### src/rtl/fpu_sign_minmax_pipe_if.sv
// Operand/result handshake bundle for fpu_sign_minmax_pipe.
// Master is the issuing side; slave is the pipeline.
interface fpu_sign_minmax_pipe_if #(
  parameter int Std = 15
);
  logic           in_valid;
  logic           in_ready;
  logic [5:0]     op;
  logic [Std:0]   IEEE_A;
  logic [Std:0]   IEEE_B;
  logic           out_valid;
  logic           out_ready;
  logic [Std:0]   IEEE_out;
  logic           nv_flag;

  modport master (
    output in_valid, op, IEEE_A, IEEE_B, out_ready,
    input  in_ready, out_valid, IEEE_out, nv_flag
  );

  modport slave (
    input  in_valid, op, IEEE_A, IEEE_B, out_ready,
    output in_ready, out_valid, IEEE_out, nv_flag
  );
endinterface

### src/rtl/fpu_sign_minmax_pipe.sv
// Sign injection and minNum/maxNum (fclass under FPU_SIGN_CLASSIFY_EN), 2-stage pipe.
// Latency 2 edges from acceptance, 1 op/cycle.
// Backpressure: S2 holds while out_ready is low; in_ready drops once S1 and S2 are both full.
module fpu_sign_minmax_pipe #(
  parameter int Std = 15,
  parameter int Exp = 7,
  parameter int Man = 6
) (
  input  logic                      clk,
  input  logic                      rst_l,
  fpu_sign_minmax_pipe_if.slave     bus
);

  generate
    if (Std != Exp + Man + 2) begin : g_bad_cfg
      $error("fpu_sign_minmax_pipe: Std must equal Exp + Man + 2");
    end
`ifdef FPU_SIGN_CLASSIFY_EN
    if (Std < 9) begin : g_bad_cls
      $error("fpu_sign_minmax_pipe: fclass needs Std >= 9");
    end
`endif
  endgenerate

  localparam logic [Std:0] CANON_NAN = {1'b0, {(Exp+1){1'b1}}, 1'b1, {Man{1'b0}}};

  logic           r_s1_valid;
  logic           r_s2_valid;
  logic [Std:0]   r_a;
  logic [Std:0]   r_b;
  logic [5:0]     r_op;
  logic [Std:0]   r_out;
  logic           r_nv;

  logic           w_s1_load;
  logic           w_s2_load;
  logic [Std:0]   w_res;
  logic           w_nv;

  logic           w_a_sign, w_b_sign;
  logic [Exp:0]   w_a_exp, w_b_exp;
  logic [Man:0]   w_a_man, w_b_man;
  logic [Std-1:0] w_a_mag, w_b_mag;
  logic           w_a_nan, w_b_nan, w_a_snan, w_b_snan;
  logic           w_a_lt_b, w_b_lt_a;

  assign w_s2_load    = r_s1_valid & (~r_s2_valid | bus.out_ready);
  assign w_s1_load    = bus.in_valid & bus.in_ready;
  // Combinational through out_ready so a full pipe can still accept while draining.
  assign bus.in_ready = rst_l & (~r_s1_valid | ~r_s2_valid | bus.out_ready);

  assign bus.out_valid = r_s2_valid;
  assign bus.IEEE_out  = r_out;
  assign bus.nv_flag   = r_nv;

  assign w_a_sign = r_a[Std];
  assign w_b_sign = r_b[Std];
  assign w_a_exp  = r_a[Std-1:Man+1];
  assign w_b_exp  = r_b[Std-1:Man+1];
  assign w_a_man  = r_a[Man:0];
  assign w_b_man  = r_b[Man:0];
  assign w_a_mag  = r_a[Std-1:0];
  assign w_b_mag  = r_b[Std-1:0];

  assign w_a_nan  = (&w_a_exp) & (|w_a_man);
  assign w_b_nan  = (&w_b_exp) & (|w_b_man);
  assign w_a_snan = w_a_nan & ~w_a_man[Man];
  assign w_b_snan = w_b_nan & ~w_b_man[Man];

  // Sign-magnitude ordering; differing signs put -0 below +0.
  always_comb begin
    w_a_lt_b = 1'b0;
    w_b_lt_a = 1'b0;
    if (w_a_sign != w_b_sign) begin
      w_a_lt_b = w_a_sign;
      w_b_lt_a = w_b_sign;
    end else if (!w_a_sign) begin
      w_a_lt_b = w_a_mag < w_b_mag;
      w_b_lt_a = w_b_mag < w_a_mag;
    end else begin
      w_a_lt_b = w_a_mag > w_b_mag;
      w_b_lt_a = w_b_mag > w_a_mag;
    end
  end

  always_comb begin
    w_res = '0;
    w_nv  = 1'b0;
    if (r_op[0]) begin
      w_res = {w_b_sign, w_a_mag};
    end else if (r_op[1]) begin
      w_res = {~w_b_sign, w_a_mag};
    end else if (r_op[2]) begin
      w_res = {w_a_sign ^ w_b_sign, w_a_mag};
    end else if (r_op[3] || r_op[4]) begin
      w_nv = w_a_snan | w_b_snan;
      if (w_a_nan && w_b_nan)
        w_res = CANON_NAN;
      else if (w_a_nan)
        w_res = r_b;
      else if (w_b_nan)
        w_res = r_a;
      else if (r_op[3])
        w_res = w_b_lt_a ? r_b : r_a;
      else
        w_res = w_a_lt_b ? r_b : r_a;
`ifdef FPU_SIGN_CLASSIFY_EN
    end else if (r_op[5]) begin
      w_res[0] =  w_a_sign & (&w_a_exp) & ~(|w_a_man);
      w_res[1] =  w_a_sign & ~(&w_a_exp) & (|w_a_exp);
      w_res[2] =  w_a_sign & ~(|w_a_exp) & (|w_a_man);
      w_res[3] =  w_a_sign & ~(|w_a_exp) & ~(|w_a_man);
      w_res[4] = ~w_a_sign & ~(|w_a_exp) & ~(|w_a_man);
      w_res[5] = ~w_a_sign & ~(|w_a_exp) & (|w_a_man);
      w_res[6] = ~w_a_sign & ~(&w_a_exp) & (|w_a_exp);
      w_res[7] = ~w_a_sign & (&w_a_exp) & ~(|w_a_man);
      w_res[8] = w_a_snan;
      w_res[9] = w_a_nan & w_a_man[Man];
`endif
    end
  end

  always_ff @(posedge clk or negedge rst_l) begin
    if (!rst_l) begin
      r_s1_valid <= 1'b0;
      r_a        <= '0;
      r_b        <= '0;
      r_op       <= '0;
    end else if (w_s1_load) begin
      r_s1_valid <= 1'b1;
      r_a        <= bus.IEEE_A;
      r_b        <= bus.IEEE_B;
      r_op       <= bus.op;
    end else if (w_s2_load) begin
      r_s1_valid <= 1'b0;
    end
  end

  always_ff @(posedge clk or negedge rst_l) begin
    if (!rst_l) begin
      r_s2_valid <= 1'b0;
      r_out      <= '0;
      r_nv       <= 1'b0;
    end else if (w_s2_load) begin
      r_s2_valid <= 1'b1;
      r_out      <= w_res;
      r_nv       <= w_nv;
    end else if (r_s2_valid && bus.out_ready) begin
      r_s2_valid <= 1'b0;
    end
  end

endmodule

### src/flat_wrapper.sv
// flat-port wrapper written by rule: the top's interface ports become plain ports
module fpu_sign_minmax_pipe_flat 
#(
  parameter int Std = 15,
  parameter int Exp = 7,
  parameter int Man = 6
)
  (clk, rst_l, bus_in_valid, bus_op, bus_IEEE_A, bus_IEEE_B, bus_out_ready, bus_in_ready, bus_out_valid, bus_IEEE_out, bus_nv_flag);
  fpu_sign_minmax_pipe_if #(.Std(Std)) bus_i ();
  input  logic clk;
  input  logic rst_l;
  input wire logic [$bits(bus_i.in_valid)-1:0] bus_in_valid;
  input wire logic [$bits(bus_i.op)-1:0] bus_op;
  input wire logic [$bits(bus_i.IEEE_A)-1:0] bus_IEEE_A;
  input wire logic [$bits(bus_i.IEEE_B)-1:0] bus_IEEE_B;
  input wire logic [$bits(bus_i.out_ready)-1:0] bus_out_ready;
  output wire logic [$bits(bus_i.in_ready)-1:0] bus_in_ready;
  output wire logic [$bits(bus_i.out_valid)-1:0] bus_out_valid;
  output wire logic [$bits(bus_i.IEEE_out)-1:0] bus_IEEE_out;
  output wire logic [$bits(bus_i.nv_flag)-1:0] bus_nv_flag;
  assign bus_i.in_valid = bus_in_valid;
  assign bus_i.op = bus_op;
  assign bus_i.IEEE_A = bus_IEEE_A;
  assign bus_i.IEEE_B = bus_IEEE_B;
  assign bus_i.out_ready = bus_out_ready;
  assign bus_in_ready = bus_i.in_ready;
  assign bus_out_valid = bus_i.out_valid;
  assign bus_IEEE_out = bus_i.IEEE_out;
  assign bus_nv_flag = bus_i.nv_flag;
  fpu_sign_minmax_pipe #(.Std(Std), .Exp(Exp), .Man(Man)) u_core (.clk(clk), .rst_l(rst_l), .bus(bus_i));
endmodule
### config.mk
export PLATFORM = sky130hd
export DESIGN_NAME = fpu_sign_minmax_pipe_flat
export DESIGN_NICKNAME = d
export VERILOG_FILES = /design/src/rtl/fpu_sign_minmax_pipe_if.sv /design/src/rtl/fpu_sign_minmax_pipe.sv /design/src/flat_wrapper.sv
export SDC_FILE = /design/constraint.sdc
export NUM_CORES = 1
export LEC_CHECK = 0
export CORE_MARGIN = 10
export CORE_UTILIZATION = 25
export CTS_BUF_LIST = sky130_fd_sc_hd__clkbuf_4 sky130_fd_sc_hd__clkbuf_8
export CTS_CLUSTER_SIZE = 24
export DETAILED_ROUTE_END_ITERATION = 10
export DONT_BUFFER_PORTS = 1
export GPL_TIMING_DRIVEN = 0
export PLACE_DENSITY = 0.42
export SLEW_MARGIN = 5
export SYNTH_ARGS = -nofsm -noshare
export SYNTH_HDL_FRONTEND = slang
export SYNTH_SLANG_ARGS = --single-unit
export TNS_END_PERCENT = 20
### constraint.sdc
create_clock -name clk -period 3.1 [get_ports clk]
set_input_delay 0.62 -clock clk [delete_from_list [all_inputs] [get_ports clk]]
set_output_delay 0.62 -clock clk [all_outputs]
set_load 0.005 [all_outputs]
==> results.ini <==
[status]
status = finished, final reports clean

[setup_path]
crit_chain = inv_1, ha_1, nand4_1, nor3_1, o31a_1, o211ai_1, a31o_1, buf_6, a221o_1
path_buf_inv = 2
reg2reg_setup_slack_ns = 0.28
cp.required_ns = 3.31
worstPathMaxFanout = 10
crit_arrival_ns = 3.03
critPathMaxStageDelay_ns = 0.44
worstSetupStartpointType = register
critPathCaptureType = register
critical_path_class = reg -> reg
slowest_stage = nor3_1
path_delay_family = compound AO/OA/AOI/OAI gates

[final_layout]
final_cells = 423
fin_nets = 334
drive_above_1_share_pct = 21.0
diodes = 0
area_growth_pct = 10.0

[clock_tree]
clk_pin_slew_worst_paths_ns = 0.11
cts_resized = 0
clock-sinks = 56
cts_root_buffer = clkbuf_8
cts.path.max_buffers = 2
cts_tree = built
clock_latency_ns = 0.32
htreeDepth = 2
cts-buffers-inserted = 5

[placed_design]
portBuffers = 0
gp_congestion = 0.835
hpwl_um = 6550
pre_cts_ws_ns = 0.309
dpl.cell_count = 414

[routing]
wl_per_cell_um = 20.0
wl_met1_um = 3760
vias = 2152
remaining_drc_errors = 0
routed_wl_um = 8460
top_layer = met4
drtAntennaViolNets = 0
firstDrtPassIters = 4
wl_met2_um = 4070
drtIter0Drc = 158
dr_wl_met3_um = 499
drt-vias-per-instance = 5.09

[power_and_ir_drop]
clkPwrFrac_pct = 20.2
ir_drop_uv = 178
power_leakage_uw = 0.00143
swShare_pct = 35.6
p_sw_uw = 746
p_int_uw = 1350
powerDensity_nw_per_um2 = 630
p_seq_share_pct = 51.4
pwr-share-comb_pct = 28.4

[timing]
max_slew_margin_pct = 56.8
worst_pin_slew_ns = 0.644
finalCriticalPeriod_ns = 2.82
setup_tns_ns = 0
finalSetupViolations = 0
fin_crit_sh_pct = 90.9
fmax_mhz = 355
hold_viol = 0
final.setup.worst_slack_ns = 0.281
rsz0062_at_grt = no
clock_skew_ns = 0.00821
drv_slew = 0

[synth]
synth_cell_types = 46
netlist_area_um2 = 3020
synth-seq-area-share_pct = 46.3
syn_nets = 326
postSynthAreaPerCell_um2 = 11.3
ys.warnings.count = 0
synthFlopType = dfrtp_1
async_flop_share_pct = 100
synth_cells = 267
synth-seq-cells = 56
synth_enable_flop_cells = 0

[floorplanning]
start_util_pct = 25.4
core_area_um2 = 11900
ioPinCount = 61
die_width_um = 130
die_area_um2 = 16900
rows = 40
die_h_um = 130

[worst_hold_path]
min_path_type = in -> async

[global_routing]
grt_max_degree = 57
antenna_found_initial = 0
first_global_vias = 2240
grt_overflow = 0
grt_first_pass_wirelength_um = 13600
grtUsageTotal_pct = 10.5

[job]
cap_violations = 0

synth_stat cells, types with 6 or more instances:
| master | count | area share [%] |
|---|---|---|
| ha_1 | 17 | 7.0 |
| nor2_1 | 12 | 1.5 |
| a211oi_1 | 8 | 2.0 |
| nand2_1 | 8 | 0.99 |
| inv_1 | 20 | 2.5 |
| mux2_2 | 37 | 14 |
| nand4_1 | 6 | 1.2 |
| a221o_1 | 12 | 4.0 |
| and2_1 | 14 | 2.9 |
| o21ai_0 | 7 | 1.2 |
| dfrtp_1 | 56 | 46 |
| a21oi_1 | 10 | 1.7 |
| nor3_1 | 9 | 1.5 |
routing by layer:
layer  track usage, %  vias to the layer above
li1                 -                     1019
met1             13.1                     1086
met2             16.8                       40
met3             3.37                        7
met4             3.37                        0
met5                0                        -
through the flow:
| stage | total power [uW] | utilization (%) | area, um2 | hold slack, ns |
|---|---|---|---|---|
| floorplan | 1500 | - | 3020 | 0.324 |
| global placement | 1670 | 26.9 | 3210 | 0.327 |
| detailed placement | 1690 | 26.9 | 3210 | 0.327 |
| CTS | 2140 | 27.9 | 3330 | 0.146 |
| global route | 2270 | 27.9 | 3330 | 0.150 |
| finish | 2100 | 27.9 | 3330 | 0.141 |
worst paths after layout:
kind	endpoint	from	depth (start not counted)
max	u_core.bus.IEEE_out[2]$_DFFE_PN0P_	u_core.r_b[14]$_DFFE_PN0P_	9
min	u_core.bus.IEEE_out[13]$_DFFE_PN0P_	rst_l	1
max reg2reg	u_core.bus.IEEE_out[2]$_DFFE_PN0P_	u_core.r_b[14]$_DFFE_PN0P_	9
min reg2reg	u_core.bus.out_valid$_DFFE_PN0P_	u_core.r_s1_valid$_DFFE_PN0P_	2
max in group asynchronous	u_core.r_a[15]$_DFFE_PN0P_	rst_l	1
min in group clk	u_core.r_b[13]$_DFFE_PN0P_	bus_IEEE_B[13]	1
power groups by stage:
stage	sequential [uW]	clock, uW	combinational, uW
floorplan	1020	0	479
global placement	1100	0	571
detailed placement	1100	0	583
CTS	1090	443	607
global route	1110	465	692
finish	1080	423	596
sequential cells by signal, summed over array words and instances, names as in the netlist:
| register | count |
|---|---|
| u_core.r_op | 5 |
| u_core.bus.IEEE_out | 16 |
| u_core.r_b | 16 |
| u_core.r_a | 16 |
| u_core.r_s1_valid | 1 |
| u_core.bus.nv_flag | 1 |
| u_core.bus.out_valid | 1 |
placed cells by master (no fill, tap or decap), types with 5 or more instances in the layout:
cell | netlist | final
mux2_2 | 37 | 37
nand4_1 | 6 | 6
dfrtp_1 | 56 | 56
nand2_1 | 8 | 8
nor2_1 | 12 | 12
nor3_1 | 9 | 9
a221o_1 | 12 | 12
o21ai_0 | 7 | 7
ha_1 | 17 | 17
a211oi_1 | 8 | 8
inv_1 | 20 | 20
a21oi_1 | 10 | 10
clkbuf_8 | 0 | 5
and2_1 | 14 | 14
cell type report:
type / instances / area, um2
Buffer: 8 / 42.5
Clock buffer: 5 / 68.8
Clock inverter: 3 / 22.5
Fill cell: 1265 / 8580
Inverter: 20 / 75.1
Multi-Input combinational cell: 183 / 1510
Sequential cell: 56 / 1400
Tap cell: 147 / 184
Timing Repair Buffer: 1 / 27.5
kinds of logic after synthesis:
group / share of synthesized area, %
fa+ha+maj: 7.03
simple gates: 11.7
xor+xnor: 0.290
flops: 46.3
compound gates: 16.7
mux: 14.1
buf+inv: 3.89
repair_timing:
item,CTS,global route
hold endpoints to repair,56,0
hold buffers,1,0
setup buffers,0,0
(Power assumes the default switching activity.)
